==> config.mk <==
export PLATFORM = sky130hd
export DESIGN_NAME = scan_test_ctrl
export DESIGN_NICKNAME = d
export VERILOG_FILES = /design/src/rtl/scan_test_ctrl.sv
export SDC_FILE = /design/constraint.sdc
export NUM_CORES = 1
export LEC_CHECK = 0
export ABC_AREA = 1
export BUFFER_PORTS_ARGS = -buffer_cell sky130_fd_sc_hd__buf_2
export CORE_ASPECT_RATIO = 0.75
export CORE_MARGIN = 10
export CORE_UTILIZATION = 40
export CTS_BUF_LIST = sky130_fd_sc_hd__clkbuf_8
export CTS_CLUSTER_DIAMETER = 40
export CTS_CLUSTER_SIZE = 12
export DETAILED_ROUTE_END_ITERATION = 16
export PLACE_DENSITY = 0.71
export SLEW_MARGIN = 0
export SYNTH_ARGS = -nofsm -noshare
export SYNTH_HDL_FRONTEND = slang
export SYNTH_SLANG_ARGS = --single-unit
==> constraint.sdc <==
create_clock -name C -period 2.3 [get_ports C]
set_input_delay 0.115 -clock C [delete_from_list [all_inputs] [get_ports C]]
set_output_delay 0.115 -clock C [all_outputs]
set_load 0.05 [all_outputs]
==> src/rtl/scan_test_ctrl.sv <==
// scan_test_ctrl: single-pattern scan-test sequencer.
// Each run shifts a pattern into the chain, pulses one functional capture,
// then shifts the chain out and counts bits that differ from the expected
// response.
// Optional macro SCAN_MASK_EN adds a per-bit compare mask input.
module scan_test_ctrl #(
    parameter int   CHAIN_LEN = 8,
    parameter int   CNT_W     = $clog2(CHAIN_LEN + 1),
    parameter logic FILL      = 1'b0
) (
    input  logic                 C,
    input  logic                 R,
    input  logic                 start,
    input  logic [CHAIN_LEN-1:0] pattern,
    input  logic [CHAIN_LEN-1:0] expected,
`ifdef SCAN_MASK_EN
    input  logic [CHAIN_LEN-1:0] mask,
`endif
    input  logic                 SO,
    output logic                 SE,
    output logic                 SI,
    output logic                 busy,
    output logic                 done,
    output logic                 pass,
    output logic [CNT_W-1:0]     mismatch_cnt,
    output logic [CHAIN_LEN-1:0] response
);

    typedef enum logic [2:0] {
        S_IDLE,
        S_SHIFT_IN,
        S_CAPTURE,
        S_SHIFT_OUT,
        S_DONE
    } state_t;

    localparam logic [CNT_W-1:0] LAST_BIT = CNT_W'(CHAIN_LEN - 1);
    localparam logic [CNT_W-1:0] MAX_MISS = CNT_W'(CHAIN_LEN);

    state_t               state, state_nxt;
    logic [CNT_W-1:0]     cnt, cnt_nxt;

    // Working copies: each is consumed from its MSB and shifted left every
    // cycle of the phase that uses it.
    logic [CHAIN_LEN-1:0] pat_sr;
    logic [CHAIN_LEN-1:0] exp_sr;
    logic [CHAIN_LEN-1:0] mask_sr;

    logic                 accept;
    logic                 shift_pat;
    logic                 sample;
    logic                 se_nxt, si_nxt, busy_nxt, done_nxt;
    logic                 miss;
    logic [CNT_W-1:0]     mis_after;

    // State and bit-counter register.
    always_ff @(posedge C) begin
        if (R) begin
            state <= S_IDLE;
            cnt   <= '0;
        end else begin
            state <= state_nxt;
            cnt   <= cnt_nxt;
        end
    end

    // Next state plus the values SE/SI/busy/done must show in the next cycle.
    always_comb begin
        state_nxt = state;
        cnt_nxt   = cnt;
        accept    = 1'b0;
        shift_pat = 1'b0;
        sample    = 1'b0;
        se_nxt    = 1'b0;
        si_nxt    = 1'b0;
        busy_nxt  = 1'b0;
        done_nxt  = 1'b0;
        case (state)
            S_IDLE: begin
                if (start) begin
                    accept    = 1'b1;
                    state_nxt = S_SHIFT_IN;
                    cnt_nxt   = '0;
                    se_nxt    = 1'b1;
                    si_nxt    = pattern[CHAIN_LEN-1];
                    busy_nxt  = 1'b1;
                end
            end
            S_SHIFT_IN: begin
                busy_nxt = 1'b1;
                if (cnt == LAST_BIT) begin
                    state_nxt = S_CAPTURE;
                    se_nxt    = 1'b0;
                    si_nxt    = FILL;
                end else begin
                    cnt_nxt   = cnt + 1'b1;
                    shift_pat = 1'b1;
                    se_nxt    = 1'b1;
                    si_nxt    = pat_sr[CHAIN_LEN-1];
                end
            end
            S_CAPTURE: begin
                state_nxt = S_SHIFT_OUT;
                cnt_nxt   = '0;
                busy_nxt  = 1'b1;
                se_nxt    = 1'b1;
                si_nxt    = FILL;
            end
            S_SHIFT_OUT: begin
                sample = 1'b1;
                if (cnt == LAST_BIT) begin
                    state_nxt = S_DONE;
                    done_nxt  = 1'b1;
                end else begin
                    cnt_nxt  = cnt + 1'b1;
                    busy_nxt = 1'b1;
                    se_nxt   = 1'b1;
                    si_nxt   = FILL;
                end
            end
            S_DONE: begin
                state_nxt = S_IDLE;
            end
            default: begin
                state_nxt = S_IDLE;
            end
        endcase
    end

    // Compare of the bit currently on SO, with a saturating running count.
    always_comb begin
        miss      = sample && (SO != exp_sr[CHAIN_LEN-1]) && !mask_sr[CHAIN_LEN-1];
        mis_after = mismatch_cnt;
        if (miss && (mismatch_cnt != MAX_MISS)) begin
            mis_after = mismatch_cnt + 1'b1;
        end
    end

    // Registered chain controls, status flags and the unload/compare datapath.
    always_ff @(posedge C) begin
        if (R) begin
            SE           <= 1'b0;
            SI           <= 1'b0;
            busy         <= 1'b0;
            done         <= 1'b0;
            pass         <= 1'b0;
            mismatch_cnt <= '0;
            response     <= '0;
            pat_sr       <= '0;
            exp_sr       <= '0;
            mask_sr      <= '0;
        end else begin
            SE   <= se_nxt;
            SI   <= si_nxt;
            busy <= busy_nxt;
            done <= done_nxt;
            if (accept) begin
                pat_sr       <= pattern << 1;
                exp_sr       <= expected;
`ifdef SCAN_MASK_EN
                mask_sr      <= mask;
`else
                mask_sr      <= '0;
`endif
                mismatch_cnt <= '0;
                response     <= '0;
                pass         <= 1'b0;
            end else begin
                if (shift_pat) begin
                    pat_sr <= pat_sr << 1;
                end
                if (sample) begin
                    response     <= {response[CHAIN_LEN-2:0], SO};
                    exp_sr       <= exp_sr << 1;
                    mask_sr      <= mask_sr << 1;
                    mismatch_cnt <= mis_after;
                end
                if (done_nxt) begin
                    pass <= (mis_after == '0);
                end
            end
        end
    end

endmodule

==> results.yml, run 1 <==
detailed_routing:
  drt-initial-drc-count: 91
  wl_per_cell_um: 12.05
  wl_mm: 3.748
  vias: 1508
  drtPass1Iterations: 4
  vias_per_cell: 4.849
  drc: 0
  drtAntennaViolNets: 0
grt:
  grt_max_degree: 19
  grt_usage_pct: 10.79
  first_global_vias: 1445
  grt_overflow: 0
  grt_pass1_wl_mm: 6.472
  antenna_found_initial: 0
sta:
  clock.fmax_mhz: 587.7
  setup-tns-final_ps: 0
  slew_viol_final: 0
  post-route-min-period_ps: 1702
  max_slew_margin_pct: 64.77
  worst_slew_pin_slew_ps: 527.9
  setup_viol: 0
  final_hold_viol_count: 0
  clock_skew_ps: 7.590
  post-route-period-util_pct: 73.99
  rsz0062_at_grt: "false"
  setup_ws_ps: 598.3
setup_path:
  path_buf_inv: 1
  r2r_cells: 6
  critPathMaxStageDelay_ps: 450
  critPathLaunchType: "flop"
  rr_endpoint: "pass"
  crit_fanout: 18
  cp_top_family: "simple AND/OR/NAND/NOR gates"
  critical_path_class: "reg -> reg"
  r2r_setup_slack_ps: 600
  required_ps: 2540
  path_cells: "nand2_2, nor2_4, inv_1, nor2_1, o21bai_1, a21oi_2"
  worstPathArrival_ps: 1940
  critPathSlowestCell: "dfxtp_1"
  r2r-start: "state[1]"
  cp-end-kind: "flop"
cells_and_area:
  nets: 278
  syn_to_final_growth_pct: 18.84
  mostFrequentLayoutCells: "66 x nand2_1, 39 x dfxtp_1, 36 x buf_2"
  nFillCells: 418
  insertedDiodeCount: 0
  drive_gt1_share_pct: 24.61
  final_common_cell: "nand2_1"
min_path:
  min_from: "pattern[0]"
  hold_end: "pat_sr[1]"
  hold_depth: 3
  hold_path.class: "in -> reg"
yosys:
  yosys_warnings: 0
  netlist_area_um2: 1707
  synth_cell_types: 30
  synth_top_area_share_pct: 45.75
  yosysSeqAreaShare_pct: 45.75
  syn_inst: 219
  ys_ff_latch: 39
  synth.area.top_cells: "dfxtp_1 46%, nand2_1 15%, a21oi_1 5.6%, a31oi_1 2.9%, nand3_1 2.9%"
  synth_area_leader_cell: "dfxtp_1"
  syn_avg_cell_area_um2: 7.793
  syn_nets: 242
floorplan:
  start_util_pct: 41.84
  rows: 20
  chipWidth_um: 95.43
  core-area_um2: 4079
  chipHeight_um: 76.57
  dieArea_um2: 7307
  pin_count: 37
cts:
  cts_buffer_depth: 2
  cts_root_buf: "clkbuf_8"
  ctsResizeCount: 0
  cts_tree: "done"
  cts-htree-levels: 2
  clock-sinks: 39
  hold_buffers: 0
  clock_latency_ps: 290
  cts_buffers: 5
  postCtsSetupBuffers: 0
  clkTransAtPathRegs_ps: 80
power_and_ir_drop:
  total_power_mw: 1.577
  peakVddDrop_v: 0.0003634
  p_per_area_nw_per_um2: 777.8
  leakage_nw: 0.8822
run:
  cap_violations: 0
placed_design:
  place_ws_ps: 608.6
  hpwl_mm: 2.675
  gp_routability_congestion: 0.7826
  port_buffers: 36
outcome:
  outcome: "finished, final reports clean"
-- worst max-delay path by stage --
stage                    start   end  cells after the start
2_1_floorplan  mismatch_cnt[0]  pass                      9
3_3_place_gp          state[1]  pass                      6
6_report              state[1]  pass                      6
4_1_cts               state[1]  pass                      6
5_1_grt               state[1]  pass                      6
3_5_place_dp          state[1]  pass                      6
-- metal layers --
metal	vias to the layer above	wire, um	GRT usage, %
li1	801	-	-
met1	663	1811	13.83
met2	37	1571	14.83
met3	7	306	5.315
met4	0	58	4.412
met5	-	0	0
-- report_power, final --
part           switching [mW]  leakage (nW)  internal, mW
Clock                   0.242        0.0612         0.351
Combinational           0.159         0.503        0.0774
Sequential             0.0259         0.319         0.722
Total                   0.427         0.882          1.15
-- worst min-delay path, cell delays in order --
cell     delay, ps
buf_2           90
nand2_1         50
a21oi_1         60
-- cell type report --
class	instances	area, um^2	share of cell area, %
clock buffer	6	82.58	4.072
inverter	16	60.06	2.961
clock inverter	2	35.03	1.727
multi-input combinational	155	805.8	39.73
tap	55	68.82	3.393
timing repair buffer	38	195.2	9.624
sequential	39	780.7	38.49
-- sequential cells by signal, summed over array words and instances (netlist names) --
signal,count
SE,1
SI,1
busy,1
cnt,4
done,1
exp_sr,8
mismatch_cnt,4
pass,1
pat_sr,7
response,8
state,3
-- logic make-up after synthesis --
kind of cell,count (synthesis),synth area share [%]
flip-flops,39,45.75
AO/OA/AOI/OAI,47,16.72
buffers and inverters,25,7.038
adder cells (fa/ha/maj),3,2.200
AND/OR/NAND/NOR,105,28.30
-- through the flow --
stage                     instances  hold WS, ps  instance area (um^2)  utilization, %
after floorplan                 219        184.7                  1707               -
after global placement          303        372.4                  1911           46.84
after detailed placement        303        377.5                  1911           46.84
after CTS                       311        57.10                  2028           49.72
after global routing            311        58.74                  2028           49.72
final                           311        66.13                  2028           49.72
-- cells in the mapped netlist --
library cell   n
nor2_4         2
nand2_2        3
nand3_1       10
nand4_1        4
nor3_1         1
o21bai_1       1
o211a_1        4
o21ai_2        1
inv_1         13
buf_6          2
a22oi_1        1
a21oi_1       19
nor2_2         1
nor3_2         3
nor2_1        11
ha_1           3
nand2_1       66
and3_1         1
buf_2          3
o21ai_0        8
nand3_2        3
inv_2          3
a41oi_1        1
o21ai_1        2
dfxtp_1       39
a21oi_2        1
a311oi_1       1
a31oi_1        8
clkbuf_1       2
buf_4          2
(Power assumes the default switching activity.)
==> inputs of run 2 (changes only) <==
clock period = 1.7 ns   (was 2.3 ns; I/O delays follow)
==> run 2 against run 1 <==
  * Hold slack got worse by 43 ps
  * Combinational power increased by 39%
  * Clock power increased by 54%
  * Design area increased by 2.2%
  * Via count increased by 1.5%
  * Non-clock buffer count increased by 3
  * First-iteration DRC count increased by 21%
  * Flip-flop and latch count unchanged
==> results.yml, run 2 (synthesized netlist as in run 1, its figures left out) <==
outcome:
  outcome: "finished, final reports clean"
detailed_routing:
  drt-initial-drc-count: 110
  vias_per_cell: 4.876
  drtAntennaViolNets: 0
  wl_per_cell_um: 12.11
  vias: 1531
  drc: 0
  wl_mm: 3.804
  drtPass1Iterations: 4
setup_path:
  path_cells: "nor2_2, nand3_2, nand2_1, buf_4, a21oi_1"
  crit_fanout: 14
  worstPathArrival_ps: 1680
  critPathMaxStageDelay_ps: 370
  required_ps: 1890
  r2r_cells: 5
  cp-end-kind: "flop"
  critPathLaunchType: "flop"
  critPathSlowestCell: "dfxtp_1"
  critical_path_class: "reg -> reg"
sta:
  final_hold_viol_count: 0
  post-route-period-util_pct: 87.43
  clock_skew_ps: 11.98
  rsz0062_at_grt: "false"
  slew_viol_final: 0
  worst_slew_pin_slew_ps: 361.6
  setup_viol: 0
  post-route-min-period_ps: 1486
  clock.fmax_mhz: 672.8
  max_slew_margin_pct: 75.86
  setup-tns-final_ps: 0
grt:
  grt_pass1_wl_mm: 6.341
  grt_max_degree: 17
  first_global_vias: 1394
  grt_overflow: 0
  grt_usage_pct: 10.62
  antenna_found_initial: 0
cts:
  hold_buffers: 0
  cts_root_buf: "clkbuf_8"
  clock-sinks: 39
  clkTransAtPathRegs_ps: 80
  cts_buffer_depth: 2
  cts_buffers: 5
  clock_latency_ps: 300
  cts-htree-levels: 2
  cts_tree: "done"
floorplan:
  rows: 20
  dieArea_um2: 7307
  pin_count: 37
  chipWidth_um: 95.43
  start_util_pct: 41.84
  chipHeight_um: 76.57
  core-area_um2: 4079
min_path:
  hold_path.class: "in -> reg"
  hold_depth: 3
power_and_ir_drop:
  p_sw_share_pct: 25.89
  combPwrFrac_pct: 14.5
  peakVddDrop_v: 0.0004215
  power_frac_clock_pct: 40.4
  netSwitchingPower_mw: 0.5837
  p_per_area_nw_per_um2: 1088
  p_int_mw: 1.671
  pwr-share-seq_pct: 45.1
  total_power_mw: 2.255
  leakage_nw: 0.9054
cells_and_area:
  final_common_cell: "nand2_1"
  syn_to_final_growth_pct: 21.48
  drive_gt1_share_pct: 25.10
  insertedDiodeCount: 0
  final_area_um2: 2073
  nets: 281
  largest_registers: "exp_sr: 8 flops, response: 8 flops, pat_sr: 7 flops"
  mostFrequentLayoutCells: "66 x nand2_1, 39 x dfxtp_1, 36 x buf_2"
placed_design:
  port_buffers: 36
  hpwl_mm: 2.800
  gp_routability_congestion: 0.8063
  placed_area_um2: 1933
run:
  cap_violations: 0
[run 2: worst paths after layout]
path / start / endpoint / slack (ps)
max reg2reg: state[2] / response[5] / 210
min reg2reg: response[7] / response[7] / 470
min: pattern[0] / pat_sr[1] / 20
max: state[2] / response[5] / 210
[run 2: worst max-delay path: cells and delay by family (launching register included)]
kind	cells	cell delay [ps]
DFF	1	370
AOI/OAI and AO/OA	1	50
and+or+nand+nor	3	740
buffers and inverters	1	200
[run 2: routing by layer]
metal	up-vias	part of all wire (%)	global-route usage, %	wire length, um
met5	-	0	0	0
met1	681	48	13.79	1822
li1	811	-	-	-
met2	32	42	14.42	1606
met4	0	2.1	5.000	80
met3	7	7.8	4.724	295
[run 2: timing repair]
item                                   in CTS  in global routing
setup endpoints to repair                   0                  7
buffers inserted                            0                  0
endpoints found under the hold margin       0                  0
gates resized for setup                     0                  1
[run 2: final cells by class]
class	instances	area [um^2]
Multi-Input combinational cell	155	813.3
Clock buffer	5	68.82
Timing Repair Buffer	41	217.7
Fill cell	398	2006
Tap cell	55	68.82
Inverter	16	60.06
Clock inverter	3	63.81
Sequential cell	39	780.7
[run 2: metrics by stage]
stage	setup WS, ps	std cells	util (%)	hold WS, ps
after floorplan	38.35	219	-	154.7
after global placement	227.9	306	47.39	344.2
after detailed placement	159.6	306	47.39	348.0
after CTS	132.6	314	50.64	17.65
after global routing	59.37	314	50.83	33.39
final	213.7	314	50.83	23.20
[run 2: power groups by stage]
| stage | Combinational, mW | Clock, mW | Sequential, mW |
|---|---|---|---|
| 5_1_grt | 0.373 | 0.949 | 1.02 |
| 2_1_floorplan | 0.221 | 0 | 1.06 |
| 3_3_place_gp | 0.321 | 0 | 1.03 |
| 6_report | 0.327 | 0.911 | 1.02 |
| 4_1_cts | 0.327 | 0.926 | 1.01 |
| 3_5_place_dp | 0.324 | 0 | 1.04 |
==> inputs of run 3 (changes only) <==
ABC_AREA = unset   (was 1)
==> run 3 against run 2 <==
  * Sequential share of layout area decreased by 1.4 points
  * Combinational power fell by 43%
  * Wire length rose by 13%
  * Clock skew shrank 7.4 ps
  * Highest routed layer unchanged
  * Design area is 4.9% higher
  * Global-route usage rose by 0.57 points
  * Synthesized cell count shrank 6.4%
  * First-iteration DRC count shrank 45%
==> results.yml, run 3 <==
grt:
  grt_max_degree: 25
  grt_usage_pct: 11.19
  antenna_found_initial: 0
  first_global_vias: 1466
  grt_overflow: 0
  grt_pass1_wl_mm: 6.900
yosys:
  syn_inst: 205
  synth_top_area_share_pct: 44.41
  syn_nets: 228
  yosys_warnings: 0
  synth.area.top_cells: "dfxtp_1 44%, nand2_1 7.0%, nor2_1 5.1%, mux2i_1 4.6%, a21oi_1 4.0%"
  synth-async-reset-ratio_pct: 0
  netlist_area_um2: 1758
  yosysSeqAreaShare_pct: 44.41
  yosysMostFrequentCell: "dfxtp_1"
  synth_enable_flop_cells: 0
  ys_ff_latch: 39
  synthFlopType: "dfxtp_1"
  syn_avg_cell_area_um2: 8.575
  synthTopCellsByCount: "39 x dfxtp_1, 33 x nand2_1, 24 x nor2_1"
  synth_cell_types: 38
  synth_area_leader_cell: "dfxtp_1"
cells_and_area:
  syn_to_final_growth_pct: 23.77
  mostFrequentLayoutCells: "36 x buf_2, 35 x dfxtp_1, 33 x nand2_1"
  largest_registers: "exp_sr: 8 flops, response: 8 flops, pat_sr: 7 flops"
  insertedDiodeCount: 0
  nets: 269
  post-route-util_pct: 52.38
  final_common_cell: "buf_2"
  drive_gt1_share_pct: 27.13
  final_area_um2: 2176
floorplan:
  start_util_pct: 42.32
  rows: 20
  chipHeight_um: 77.41
  dieArea_um2: 7474
  core-area_um2: 4154
  chipWidth_um: 96.55
  pin_count: 37
setup_path:
  path_depth: 4
  path_cells: "ha_1, nor4bb_4, nand3_2, a2111oi_2"
  path_buf_inv: 0
  critPathMaxStageDelay_ps: 390
  critPathLaunchType: "flop"
  crit_fanout: 5
  cp-end-kind: "flop"
  worstPathArrival_ps: 1760
  critPathSlowestCell: "dfxtp_1"
  r2r_cells: 4
  critical_path_class: "reg -> reg"
  required_ps: 1890
  cp_top_family: "simple AND/OR/NAND/NOR gates"
cts:
  cts_tree: "done"
  cts_buffer_depth: 2
  cts_root_buf: "clkbuf_8"
  clock_latency_ps: 290
  cts-htree-levels: 2
  hold_buffers: 0
  clkTransAtPathRegs_ps: 80
  cts_buffers: 5
  clock-sinks: 39
detailed_routing:
  wl_per_cell_um: 14.24
  vias: 1551
  vias_per_cell: 5.136
  drtAntennaViolNets: 0
  drc: 0
  drt-initial-drc-count: 61
  wl_mm: 4.301
  drtPass1Iterations: 4
min_path:
  hold_depth: 3
  hold_path.class: "in -> reg"
sta:
  setup_viol: 0
  timing.hold.ws_ps: 29.63
  post-route-period-util_pct: 92.16
  clock.fmax_mhz: 638.3
  final_hold_viol_count: 0
  max_slew_margin_pct: 66.57
  worst_slew_pin_slew_ps: 497.6
  clock_skew_ps: 4.529
  slew_viol_final: 0
  post-route-min-period_ps: 1567
placed_design:
  hpwl_mm: 2.979
  placed_area_um2: 2034
  gp_routability_congestion: 0.9053
  port_buffers: 36
power_and_ir_drop:
  peakVddDrop_v: 0.0003843
  leakage_nw: 0.8899
  p_per_area_nw_per_um2: 852.6
run:
  cap_violations: 0
outcome:
  outcome: "finished, final reports clean"
==> run 3: cell types whose count changed after synthesis, sizes merged, moves of 4 or more <==
cell | before | now
a211oi | 0 | 9
a311oi | 1 | 7
o211a | 4 | 0
nor2 | 14 | 24
xnor2 | 0 | 5
a31oi | 8 | 0
mux2i | 0 | 8
nand2 | 69 | 33
clkbuf | 2 | 6
inv | 16 | 6
o21ai | 11 | 4
a21oi | 20 | 14
nand3 | 13 | 6
==> run 3: cell families (layout without fill, tap and decap cells) <==
family,count (synthesis),in the layout,synth area share (%)
mux,9,9,5.196
flops,39,39,44.41
fa+ha+maj,3,3,2.135
xor+xnor,6,6,3.417
compound gates,40,40,15.52
buf+inv,19,61,5.053
simple gates,89,89,24.27
==> run 3: final cells by class <==
class | instances | area (um^2)
multi-input combinational | 147 | 918.4
fill | 416 | 1978
inverter | 6 | 22.52
clock inverter | 1 | 6.256
tap | 55 | 68.82
sequential | 39 | 788.3
clock buffer | 7 | 96.34
timing repair buffer | 47 | 275.3
==> run 3: worst min-delay path, delay by kind of cell <==
family	cells	cell delay, ps
AOI/OAI and AO/OA	1	50
buffers and inverters	1	100
and+or+nand+nor	1	40
==> run 3: timing repair <==
action,CTS,global route
resized for setup,0,6
setup buffers,0,1
endpoints found under the setup margin,0,5
==> run 3: path summary, 6_finish.rpt <==
path / from / endpoint / slack, ps
worst max-delay path: cnt[0] / pass / 130
worst min-delay path: pattern[0] / pat_sr[1] / 30
worst max register to register: cnt[0] / pass / 130
worst min register to register: response[4] / response[5] / 470
==> run 3: where the power goes <==
group	internal [mW]	switching [mW]	total [mW]
logic	0.0795	0.108	0.188
registers	0.949	0.0204	0.969
clock network	0.370	0.328	0.698
total	1.40	0.457	1.86
==> run 3: through the flow <==
| stage | setup TNS (ps) | std cells | power [mW] | setup WS (ps) |
|---|---|---|---|---|
| detailed placement | 0 | 293 | 1.176 | 58.73 |
| global route | -13.81 | 302 | 1.931 | -8.269 |
| finish | 0 | 302 | 1.855 | 133.2 |
| CTS | 0 | 301 | 1.865 | 42.18 |
| global placement | 0 | 293 | 1.173 | 129.7 |
| floorplan | 0 | 205 | 1.107 | 1.414 |
==> run 3: per-layer routing <==
layer	wire length, um	track usage, %	up-vias
li1	-	-	797
met1	2073	14.68	709
met2	1887	16.27	39
met3	299	4.519	6
met4	40	3.478	0
met5	0	0	-
